`src/rtl/motoro3_step_sequencer.sv`:
```
// Purpose: 12-step commutation sequencer feeding the 3-phase PWM generators (step index, step counter, strobes, ramped position target).
// Latency: start -> first step cycle (m3cntFirst2) after 1 falling clk edge; target/length updates land on step boundaries.
// Backpressure: none; start/stop are one-cycle requests, stop is held sticky until the 12-step cycle completes.
module motoro3_step_sequencer #(
  parameter int LAST_STEP    = 11,
  parameter int CNT_W        = 25,
  parameter int MIN_STEP_LEN = 4
) (
  input  logic             clk,
  input  logic             nRst,
  input  logic             start,
  input  logic             stop,
  input  logic [CNT_W-1:0] m3r_stepLen,
  input  logic [15:0]      m3r_posWant,
  input  logic [15:0]      m3r_rampInc,
  input  logic [11:0]      m3r_pwmLenWant,
  output logic [3:0]       sgStep,
  output logic [CNT_W-1:0] m3cnt,
  output logic             m3cntFirst2,
  output logic             m3cntFirst1,
  output logic             m3cntLast2,
  output logic             m3cntLast1,
  output logic             pwmActive1,
  output logic             pwmLastStep1,
  output logic [15:0]      pwmLENpos,
  output logic             done,
  output logic             cfgErr
);

  typedef enum logic {IDLE, RUN} stateT;

  stateT            state;
  logic             stopPend;
  logic [CNT_W-1:0] lenL;
  logic             lenOk;
  logic             atBoundary;
  logic             haltNow;
  logic [15:0]      rampFromZero;
  logic [15:0]      rampFromCur;

  // Step one target toward min(posWant, pwmLenWant), limited by rampInc; 17-bit math avoids wrap.
  function automatic logic [15:0] rampFn(input logic [15:0] cur, input logic [15:0] want,
                                         input logic [11:0] lenWant, input logic [15:0] inc);
    logic [16:0] tgt;
    logic [16:0] curE;
    logic [16:0] incE;
    logic [16:0] diff;
    logic [16:0] res;
    tgt  = ({1'b0, want} < {5'd0, lenWant}) ? {1'b0, want} : {5'd0, lenWant};
    curE = {1'b0, cur};
    incE = {1'b0, inc};
    diff = (tgt >= curE) ? (tgt - curE) : (curE - tgt);
    if (inc == 16'd0 || diff <= incE) begin
      res = tgt;
    end else if (tgt > curE) begin
      res = curE + incE;
    end else begin
      res = curE - incE;
    end
    return res[15:0];
  endfunction

  assign lenOk        = (m3r_stepLen >= CNT_W'(MIN_STEP_LEN));
  assign atBoundary   = (m3cnt == '0);
  assign haltNow      = (sgStep == 4'(LAST_STEP)) && stopPend;
  assign rampFromZero = rampFn(16'd0, m3r_posWant, m3r_pwmLenWant, m3r_rampInc);
  assign rampFromCur  = rampFn(pwmLENpos, m3r_posWant, m3r_pwmLenWant, m3r_rampInc);

  // Position strobes and qualifiers decoded from registered state; forced low outside RUN.
  always_comb begin
    pwmActive1   = (state == RUN);
    m3cntFirst2  = pwmActive1 && (m3cnt == lenL - CNT_W'(1));
    m3cntFirst1  = pwmActive1 && (m3cnt == lenL - CNT_W'(2));
    m3cntLast2   = pwmActive1 && (m3cnt == CNT_W'(1));
    m3cntLast1   = pwmActive1 && atBoundary;
    pwmLastStep1 = pwmActive1 && haltNow;
  end

  // Sequencer FSM; all flops advance on the falling edge of clk.
  always_ff @(negedge clk or negedge nRst) begin
    if (!nRst) begin
      state     <= IDLE;
      stopPend  <= 1'b0;
      lenL      <= '0;
      sgStep    <= 4'd0;
      m3cnt     <= '0;
      pwmLENpos <= 16'd0;
      done      <= 1'b0;
      cfgErr    <= 1'b0;
    end else begin
      done   <= 1'b0;
      cfgErr <= 1'b0;
      case (state)
        IDLE: begin
          // stop is meaningless here; a simultaneous start wins
          if (start) begin
            if (lenOk) begin
              state     <= RUN;
              lenL      <= m3r_stepLen;
              m3cnt     <= m3r_stepLen - CNT_W'(1);
              sgStep    <= 4'd0;
              pwmLENpos <= rampFromZero;
            end else begin
              cfgErr <= 1'b1;
            end
          end
        end
        RUN: begin
          // stopPend is sampled at the boundary before this cycle's stop lands,
          // so a stop on the very last cycle defers the halt by one full cycle
          if (stop) begin
            stopPend <= 1'b1;
          end
          if (atBoundary) begin
            if (haltNow) begin
              state     <= IDLE;
              done      <= 1'b1;
              stopPend  <= 1'b0;
              sgStep    <= 4'd0;
              m3cnt     <= '0;
              pwmLENpos <= 16'd0;
            end else begin
              sgStep    <= (sgStep == 4'(LAST_STEP)) ? 4'd0 : sgStep + 4'd1;
              pwmLENpos <= rampFromCur;
              if (lenOk) begin
                lenL  <= m3r_stepLen;
                m3cnt <= m3r_stepLen - CNT_W'(1);
              end else begin
                // bad length: keep running with the previous one and flag it
                cfgErr <= 1'b1;
                m3cnt  <= lenL - CNT_W'(1);
              end
            end
          end else begin
            m3cnt <= m3cnt - CNT_W'(1);
          end
        end
        default: state <= IDLE;
      endcase
    end
  end

endmodule

```
`config.mk`:
```
export PLATFORM = sky130hd
export DESIGN_NAME = motoro3_step_sequencer
export DESIGN_NICKNAME = d
export VERILOG_FILES = /design/src/rtl/motoro3_step_sequencer.sv
export SDC_FILE = /design/constraint.sdc
export NUM_CORES = 1
export LEC_CHECK = 0
export ABC_AREA = 1
export CORE_MARGIN = 4
export CORE_UTILIZATION = 45
export DETAILED_ROUTE_END_ITERATION = 10
export DONT_BUFFER_PORTS = 1
export SKIP_LAST_GASP = 1
export SYNTH_ARGS = -nofsm -noshare
export SYNTH_HDL_FRONTEND = slang
export SYNTH_SLANG_ARGS = --single-unit
```
`constraint.sdc`:
```
create_clock -name clk -period 3.6 [get_ports clk]
set_input_delay 1.08 -clock clk [delete_from_list [all_inputs] [get_ports clk]]
set_output_delay 1.08 -clock clk [all_outputs]
set_load 0.01 [all_outputs]
```
==> impl_metrics.ini <==
[place]
hpwl_um = 38400
gp_congestion = 0.984
dpl_cell_area_um2 = 15500
placed_cells = 2484
port-buffer-count = 0

[global_route]
grt_util_all_layers = 0.380
grt_pass1_vias = 15000
grt_max_degree = 75
antenna_found_initial = 2
grt_overflow = 0
grt_first_pass_wirelength_um = 79500

[setup_path]
worst-path-buf-inv = 9
cpPeakStageDelay_ns = 0.30
cpMostUsedCell = nand2_2
worstPathRequired_ns = 2.00
slowest_stage = ha_4
arrival_ns = 5.71
crit_family = simple AND/OR/NAND/NOR gates
cp_max_fo = 7
cp-end-kind = register
critical_path_class = in -> reg
start_kind = input port

[floorplanning]
core_um2 = 23800
ios = 126
fp.dieH_um = 164
dieArea_um2 = 27000
initial_core_util = 0.462
rows = 56
die_x_um = 164

[sta]
hold_viol = 0
setup_viol = 125
maxSlewHeadroom = 0.490
slew_violations = 0
tightestPinTransition_ns = 0.762
fin_skew_ns = 0.0102
rsz0062_at_grt = true
whs_ns = 0.536
fin_ws_ns = -3.70

[cts]
cts_buffers = 9
clock_latency_ns = 0.36
clkTransAtPathRegs_ns = 0.05
cts.htree.levels = 3
cts-root-buf = clkbuf_16
cts_hold_buf = 0
cts_sinks = 74
cts_tree = done
ctsLongestPathBuffers = 2

[detailed_routing]
routed_wl_um = 58500
ant_nets = 0
wire_per_inst_um = 22.3
num_vias = 15200
drt_iter0_markers = 1440
route.detailed.drc = 0
vias_per_cell = 5.80
firstDrtPassIters = 7

[run_status]
violations = setup timing
status = finished with violations

[yosys]
yosysWarnings = 0
ys.flop_type = dfrtn_1
avgSynthCellArea_um2 = 6.42
seq_area_frac_synth = 0.169
netlist_area_um2 = 11000
ys_seq_elements = 74
synthCells = 1709
ys_top_cells_by_area = dfrtn_1 (17%), ha_1 (11%), nand2_1 (11%), xor2_1 (8.6%), inv_1 (8.1%)
synthDominantCellAreaShare = 0.169
async_reset_ff_frac = 1.00
synth_edf_count = 0
ys_types = 66
synth_top_cell_by_area = dfrtn_1

[finish]
finalNonFillerCells = 2621
nNetsFinal = 2470
final_common_cell = buf_4
final_cell_mix = buf_4 (474), nand2_1 (253), inv_1 (185)
drive_gt1_frac = 0.470
stdcell_area_um2 = 19100
nFillCells = 1544
area.growth.synth_to_final_pct = 74.2

[job]
drv_cap = 0

[pwr]
p_per_area_nw_per_um2 = 194
ir_drop_v = 0.000241
power.leakage_nw = 9.30

[hold_path]
hp-class = reg -> reg
repair_timing:
item                       4_1_cts  5_1_grt
setup endpoints to repair      125      125
pin swaps                      100      129
resized for setup              361      205
cloned                          13        3
buffers inserted                59       58
synth_stat cells, types with 17 or more instances:
cell / number
a21oi_1: 103
nand3_1: 102
dfrtn_1: 74
clkbuf_1: 17
nor2_1: 202
ha_1: 98
nor3_1: 33
buf_2: 21
nand4_1: 39
xor2_1: 108
xnor2_1: 33
nand2_1: 322
nand2_2: 27
o21ai_0: 112
inv_1: 236
cells by family after synthesis:
| group | synth area share |
|---|---|
| flops | 0.169 |
| buf+inv | 0.109 |
| other cells | 0.000684 |
| mux | 0.00581 |
| xor+xnor | 0.112 |
| compound gates | 0.163 |
| fa+ha+maj | 0.117 |
| simple gates | 0.324 |
report_power, final:
| part | switching (W) | internal [W] | total (W) | leakage (nW) |
|---|---|---|---|---|
| sequential | 0.0000300 | 0.000862 | 0.000892 | 0.922 |
| clock | 0.000455 | 0.000615 | 0.00107 | 0.153 |
| combinational | 0.000914 | 0.000840 | 0.00175 | 8.23 |
worst register-to-register path: cells and delay by family (launching register included):
family	cells	cell delay [ns]
and+or+nand+nor	17	1.32
buffers and inverters	6	0.74
AOI/OAI and AO/OA	6	0.66
adders and majority gates	2	0.62
DFF	1	0.43
xor gates and xnor gates	1	0.25
path summary, 6_finish.rpt:
kind | start | to | slack (ns) | cells past startpoint
setup / recovery | m3r_pwmLenWant[1] | pwmLENpos[10] | -3.70 | 45
hold / removal | lenL[17] | lenL[17] | 0.54 | 2
setup reg to reg | pwmLENpos[12] | pwmLENpos[10] | -0.56 | 32
hold reg to reg | lenL[17] | lenL[17] | 0.54 | 2
max in group asynchronous | nRst | pwmLENpos[11] | 1.34 | 0
min in group asynchronous | nRst | lenL[1] | 2.09 | 0
stage by stage:
step	TNS (ns)	total power (W)	setup WS (ns)	util
after floorplan	-87.65	0.00163	-3.53	-
after global placement	-118.85	0.00214	-4.19	0.652
after detailed placement	-121.37	0.00216	-4.26	0.652
after CTS	-97.40	0.00338	-3.52	0.755
after global routing	-117.31	0.00386	-3.92	0.805
final	-109.95	0.00372	-3.70	0.805
layer usage:
metal,part of all wire,GRT usage
met5,0,0
met1,0.33,0.387
met2,0.48,0.692
met4,0.097,0.273
met3,0.088,0.0725
cell type report:
class,instances,area (µm²),share of cell area
flip-flops and latches,74,1850,0.0968
well taps,319,399,0.0209
clock inverters,7,101,0.00530
inverters,250,1050,0.0551
multi-input cells,1353,10200,0.531
clock buffers,9,225,0.0118
repair buffers,608,5330,0.278
diodes,1,2.50,0.000131
sequential cells by signal (all words and copies together) (netlist names):
register and cells:
done 1, lenL 25, pwmLENpos 16, cfgErr 1, sgStep 4, pwmActive1 1, m3cnt 25, stopPend 1
(Power assumes the default switching activity.)
